## config.mk

```make
export PLATFORM = sky130hd
export DESIGN_NAME = csr_arb
export DESIGN_NICKNAME = d
export VERILOG_FILES = /design/src/rtl/csr_pkg.sv /design/src/rtl/rr_arb2.sv /design/src/rtl/csr_arb.sv
export SDC_FILE = /design/constraint.sdc
export NUM_CORES = 1
export LEC_CHECK = 0
export BUFFER_PORTS_ARGS = -buffer_cell sky130_fd_sc_hd__buf_2
export CAP_MARGIN = 40
export CORE_MARGIN = 2
export CORE_UTILIZATION = 48
export CTS_BUF_LIST = sky130_fd_sc_hd__clkbuf_8 sky130_fd_sc_hd__clkbuf_16
export CTS_CLUSTER_DIAMETER = 60
export DETAILED_ROUTE_END_ITERATION = 8
export HOLD_SLACK_MARGIN = 0.15
export PLACE_DENSITY = 0.84
export SYNTH_ARGS = -nofsm -noshare
export SYNTH_HDL_FRONTEND = slang
export SYNTH_SLANG_ARGS = --single-unit
```

## constraint.sdc

```tcl
create_clock -name clk -period 4.9 [get_ports clk]
set_clock_uncertainty 0.1 [all_clocks]
set_input_delay 0.98 -clock clk [delete_from_list [all_inputs] [get_ports clk]]
set_output_delay 0.98 -clock clk [all_outputs]
set_load 0.02 [all_outputs]
```

## src/rtl/csr_pkg.sv

```systemverilog
// Shared defaults and FSM state type for the two-requester CSR bus arbiter.
package csr_pkg;

  localparam int unsigned DefAddrW    = 8;
  localparam int unsigned DefDataW    = 16;
  localparam logic [15:0] DefToutData = 16'hDEAD;

  typedef enum logic [0:0] {
    StIdle,
    StRdWait
  } csr_state_e;

endpackage

```

## src/rtl/rr_arb2.sv

```systemverilog
// Two-way round-robin grant with a one-bit "served last" pointer.
module rr_arb2 (
  input  logic       clk_i,
  input  logic       rst_ni,
  input  logic [1:0] req_i,
  input  logic       en_i,
  output logic [1:0] gnt_o,
  output logic       idx_o
);

  // last_q = 1 means m1 was served last, so m0 wins the next tie.
  logic last_q, last_d;

  always_comb begin
    gnt_o = req_i;
    if (req_i == 2'b11) begin
      gnt_o = last_q ? 2'b01 : 2'b10;
    end
    idx_o  = gnt_o[1];
    last_d = last_q;
    if (en_i && (gnt_o != 2'b00)) begin
      last_d = gnt_o[1];
    end
  end

  always_ff @(posedge clk_i) begin
    if (!rst_ni) begin
      last_q <= 1'b1;
    end else begin
      last_q <= last_d;
    end
  end

endmodule

```

## src/rtl/csr_arb.sv

```systemverilog
// Arbitrates two requesters onto one registered CSR bus; reads wait for a
// response or time out and return TOUT_DATA with a tout_err pulse.
module csr_arb
  import csr_pkg::*;
#(
  parameter int unsigned            CSR_ADDR_W = DefAddrW,
  parameter int unsigned            CSR_DATA_W = DefDataW,
  parameter int unsigned            RD_TIMEOUT = 255,
  parameter logic [CSR_DATA_W-1:0]  TOUT_DATA  = CSR_DATA_W'(DefToutData)
) (
  input  logic                  clk,
  input  logic                  rst_n,
  input  logic [CSR_ADDR_W-1:0] m0_addr,
  input  logic                  m0_wen,
  input  logic [CSR_DATA_W-1:0] m0_wdata,
  input  logic                  m0_ren,
  output logic                  m0_ack,
  output logic                  m0_rvalid,
  output logic [CSR_DATA_W-1:0] m0_rdata,
  input  logic [CSR_ADDR_W-1:0] m1_addr,
  input  logic                  m1_wen,
  input  logic [CSR_DATA_W-1:0] m1_wdata,
  input  logic                  m1_ren,
  output logic                  m1_ack,
  output logic                  m1_rvalid,
  output logic [CSR_DATA_W-1:0] m1_rdata,
  output logic                  tout_err,
  output logic [CSR_ADDR_W-1:0] csr_addr,
  output logic                  csr_wen,
  output logic [CSR_DATA_W-1:0] csr_wdata,
  output logic                  csr_ren,
  input  logic                  csr_rvalid,
  input  logic [CSR_DATA_W-1:0] csr_rdata
);

  localparam int unsigned CntW = $clog2(RD_TIMEOUT + 1);

  csr_state_e            state_q, state_d;
  logic                  owner_q, owner_d;
  logic [CntW-1:0]       cnt_q, cnt_d;
  logic [CSR_ADDR_W-1:0] csr_addr_q, csr_addr_d;
  logic [CSR_DATA_W-1:0] csr_wdata_q, csr_wdata_d;
  logic                  csr_wen_q, csr_wen_d;
  logic                  csr_ren_q, csr_ren_d;
  logic                  rsp_valid_q, rsp_valid_d;
  logic [CSR_DATA_W-1:0] rsp_data_q, rsp_data_d;
  logic                  tout_err_q, tout_err_d;

  logic [1:0]            req, gnt;
  logic                  gnt_idx, arb_en, issue;
  logic [CSR_ADDR_W-1:0] sel_addr;
  logic [CSR_DATA_W-1:0] sel_wdata;
  logic                  sel_wen;

  assign req    = {m1_wen | m1_ren, m0_wen | m0_ren};
  assign arb_en = (state_q == StIdle) && rst_n;

  rr_arb2 u_rr_arb2 (
    .clk_i  (clk),
    .rst_ni (rst_n),
    .req_i  (req),
    .en_i   (arb_en),
    .gnt_o  (gnt),
    .idx_o  (gnt_idx)
  );

  assign m0_ack    = arb_en & gnt[0];
  assign m1_ack    = arb_en & gnt[1];
  assign issue     = m0_ack | m1_ack;
  assign sel_addr  = gnt_idx ? m1_addr : m0_addr;
  assign sel_wdata = gnt_idx ? m1_wdata : m0_wdata;
  assign sel_wen   = gnt_idx ? m1_wen : m0_wen;

  always_comb begin
    state_d     = state_q;
    owner_d     = owner_q;
    cnt_d       = cnt_q;
    csr_addr_d  = csr_addr_q;
    csr_wdata_d = csr_wdata_q;
    csr_wen_d   = 1'b0;
    csr_ren_d   = 1'b0;
    rsp_valid_d = 1'b0;
    rsp_data_d  = '0;
    tout_err_d  = 1'b0;
    unique case (state_q)
      StIdle: begin
        if (issue) begin
          csr_addr_d = sel_addr;
          // A simultaneous read is dropped in favour of the write.
          if (sel_wen) begin
            csr_wen_d   = 1'b1;
            csr_wdata_d = sel_wdata;
          end else begin
            csr_ren_d = 1'b1;
            owner_d   = gnt_idx;
            cnt_d     = '0;
            state_d   = StRdWait;
          end
        end
      end
      StRdWait: begin
        // Real data takes priority over a timeout in the same cycle.
        if (csr_rvalid) begin
          rsp_valid_d = 1'b1;
          rsp_data_d  = csr_rdata;
          state_d     = StIdle;
        end else if (cnt_q == CntW'(RD_TIMEOUT - 1)) begin
          rsp_valid_d = 1'b1;
          rsp_data_d  = TOUT_DATA;
          tout_err_d  = 1'b1;
          state_d     = StIdle;
        end else begin
          cnt_d = cnt_q + CntW'(1);
        end
      end
      default: state_d = StIdle;
    endcase
  end

  always_ff @(posedge clk) begin
    if (!rst_n) begin
      state_q     <= StIdle;
      owner_q     <= 1'b0;
      cnt_q       <= '0;
      csr_addr_q  <= '0;
      csr_wdata_q <= '0;
      csr_wen_q   <= 1'b0;
      csr_ren_q   <= 1'b0;
      rsp_valid_q <= 1'b0;
      rsp_data_q  <= '0;
      tout_err_q  <= 1'b0;
    end else begin
      state_q     <= state_d;
      owner_q     <= owner_d;
      cnt_q       <= cnt_d;
      csr_addr_q  <= csr_addr_d;
      csr_wdata_q <= csr_wdata_d;
      csr_wen_q   <= csr_wen_d;
      csr_ren_q   <= csr_ren_d;
      rsp_valid_q <= rsp_valid_d;
      rsp_data_q  <= rsp_data_d;
      tout_err_q  <= tout_err_d;
    end
  end

  assign csr_addr  = csr_addr_q;
  assign csr_wdata = csr_wdata_q;
  assign csr_wen   = csr_wen_q;
  assign csr_ren   = csr_ren_q;
  assign tout_err  = tout_err_q;
  assign m0_rvalid = rsp_valid_q & ~owner_q;
  assign m1_rvalid = rsp_valid_q & owner_q;
  assign m0_rdata  = m0_rvalid ? rsp_data_q : '0;
  assign m1_rdata  = m1_rvalid ? rsp_data_q : '0;

endmodule

```

==> metrics.md <==
| Metric | Value |
|---|---|
| Outcome | complete, no violations |
| PwrDens | 311 nW/um2 |
| Final critical-path share of the clock period | 62.7% |
| Final WL | approximately 6000 um |
| Post-Synth Simple-Gate Area | 23.2% |
| Die X | 76.9 um |
| Count of clock tree sinks | 55 |
| Full die area | 5910 um2 |
| Routed vias | 2,402 |
| Xor and xnor area share after synthesis | 0% |
| Worst-case vdd ir drop | 0.214 mV |
| CP Capture Type | primary output |
| Fin nets | 473 |
| Synth Area in Compound Gates | between 10% and 20% |
| Setup Viol. Count Final | 0 |
| Final Max Slew Viols | 0 |
| Clock transition at the registers of the reported paths | 0.10 ns |
| Async SR Flop Fraction | 0% |
| CTS max path bufs | 2 |
| Antenna violations before repair | 0 |
| Wirelength per Cell | 12.7 um |
| TritonCTS clock tree | yes |
| Overall Global Routing Usage | 20.4% |
| Power share of the combinational group | 19.9% |
| Maxcap violations | 0 |
| Top cells by count, synth | 55 x dfxtp_1, 31 x nor2_1, 24 x mux2i_1, 23 x and2_1, 19 x and3_1 |
| Post-synthesis net count | 347 |
| Switching Power | 0.290 mW |
| EDFF count, synth | 0 |
| Drc violations | 0 |
| Hold path depth | 2 |
| Vias in the first global route | 2,159 |
| H-Tree Depth | 2 |
| Flops & latches, synth | 55 |
| Clk Latency, worst-skew pair | 0.31 ns |
| Setup TNS | 0 ns |
| Placed insts | ~460 |
| WP data arrival | between 1.5 and 2 ns |
| CTS root buf | clkbuf_8 |
| Largest net degree at the start of global routing | 34 |
| DRT iter0 DRCs | 129 |
| Grt met2 use | 35.8% |
| # IOs | ~130 |
| Post-Syn Area | 2550 um2 |
| FMAX | between 300 and 400 MHz |
| Cts bufs inserted | 5 |
| Least-Margin Pin Slew | about 0.79 ns |
| Finished Core Util | 66.6% |
| Static leakage | around 1.8 nW |
| DR vias/cell | 5.10 |
| First-pass GRT wire length | around 9700 um |
| Hold_buf cts | 0 |
| Die Ht | 76.9 um |
| HP Class | flip-flop to flip-flop |
| Initial Util | 50.0% |
| Switching power share of the total | between 20 and 30% |
| Slew HR | 47.0% |
| Largest cells by area after synthesis | dfxtp_1 43%, mux2i_1 9.4%, a211oi_2 6.4% |
| Synthesized area per cell | 9.31 um2 |
| Final Hold Violating Endpoints | 0 |
| Mux share of post-synthesis cell area | 9.42% |
| Ys flop type | dfxtp_1 |
| First-pass DRT Iterations | 4 |
| GRT busiest layer | met2 |
| Antenna viol nets, final | 0 |
| Area Growth Syn to Fin | 33.4% |
| PortBufs | 133 |
| RSZ-0062 raised after global routing | no |
| Synth warn | 0 |
| Diodes inserted | 0 |
| Synth top area share | 43.2% |
| Fin cells | 471 |
| Setup bufs post-CTS | 0 |
| Layout cells sized above 1 | 41.9% |
| Internal power | 0.768 mW |
| CORE AREA | between 5000 and 6000 um2 |
| Startpoint types | flip-flop |
| GRT met3 Usage | 6.59% |
| Dpl hpwl | 4540 um |
| Seq/Total Area, Yosys | 43.2% |
| Post-CTS resize count | 0 |
| Gr ovfl total | 0 |
| Adder-Cell Fraction of Synth Area | less than 1% |
| Sequential share of power | 46.7% |
| Count leader, synth | dfxtp_1 |
| Worst path required time | 3.82 ns |
| Mapped Cells | ~270 |
| Count of cell types in the netlist | 39 |
| Tmin final | between 3 and 4 ns |
| GPL Wtd Cong | 0.806 |
| Row count | 26 |
| CP max FO | 18 |
| Yosys top cell by area | dfxtp_1 |
| M1 GR Usage | between 20% and 30% |
| Part of the power in the clock network | 33.4% |
| FF-to-FF path depth | 6 |
| Largest family of logic cells by synthesized area | simple AND/OR/NAND/NOR gates |
| Critical path type | flip-flop to primary output |
[cell type report]
type                       instances  area [um2]
tap                               70        87.6
fill                             411        1700
timing repair buffer             136         708
inverter                          14        52.6
sequential                        55        1100
clock inverter                     3        67.6
clock buffer                       5        68.8
multi-input combinational        188        1320
[per-layer routing]
metal,wire (um),vias to the layer above
li1,-,1209
met1,2500,1067
met2,2790,122
met3,605,4
met4,80,0
met5,0,-
[through the flow]
stage | total power, mW | hold WS, ns | setup WS, ns | area (um2)
4_1_cts | 1.06 | 0.401 | 1.85 | 3400
3_3_place_gp | 0.706 | 0.384 | 2.05 | 3240
5_1_grt | 1.11 | 0.423 | 1.60 | 3400
3_5_place_dp | 0.715 | 0.388 | 2.00 | 3270
2_1_floorplan | 0.643 | 0.370 | 1.96 | 2550
6_report | 1.06 | 0.400 | 1.83 | 3400
[cells in the final DEF, fill, tap and decap left out, types with 3 or more instances in the layout]
| cell | n |
|---|---|
| a211oi_2 | 13 |
| nand3_1 | 5 |
| nand2_1 | 12 |
| inv_1 | 14 |
| mux2i_1 | 24 |
| clkbuf_8 | 5 |
| nand4_1 | 3 |
| and2_1 | 23 |
| o21ai_0 | 5 |
| o221a_2 | 3 |
| a211oi_1 | 11 |
| nand2b_1 | 3 |
| and3_1 | 19 |
| a21oi_1 | 12 |
| buf_2 | 133 |
| dfxtp_1 | 55 |
| nor2_1 | 31 |
[power groups by stage]
stage          combinational, mW  clock (mW)  sequential, mW
6_report                   0.211       0.353           0.493
5_1_grt                    0.231       0.379           0.498
4_1_cts                    0.213       0.358           0.494
3_5_place_dp               0.212           0           0.503
3_3_place_gp               0.204           0           0.503
2_1_floorplan              0.117           0           0.526
[worst max-delay path: stages (launching register included)]
cell and delay [ns]:
dfxtp_1 0.59, nor2b_1 0.70, and2_1 0.23, buf_2 0.16
[worst paths after layout]
path,start,slack [ns],end
worst min-delay path,csr_addr[1]$_SDFFE_PN0P_,0.40,csr_addr[1]$_SDFFE_PN0P_
worst max-delay path,rsp_valid_q$_SDFF_PN0_,1.83,m0_rdata[15]
worst min register to register,csr_addr[1]$_SDFFE_PN0P_,0.40,csr_addr[1]$_SDFFE_PN0P_
worst max register to register,state_q$_SDFF_PN0_,2.84,csr_wdata[10]$_SDFFE_PN0P_
[flip-flops by register name (all words and copies together) (netlist names)]
signal	count
cnt_q	8
owner_q	1
u_rr_arb2.last_q	1
rsp_valid_q	1
csr_wdata	16
rsp_data_q	16
csr_ren	1
csr_wen	1
tout_err	1
csr_addr	8
state_q	1
[cells by family after synthesis]
logic type,count (synthesis)
buf+inv,31
simple gates,108
flops,55
mux,24
compound gates,54
fa+ha+maj,2
Note: power is estimated with default switching activity, not from simulation.
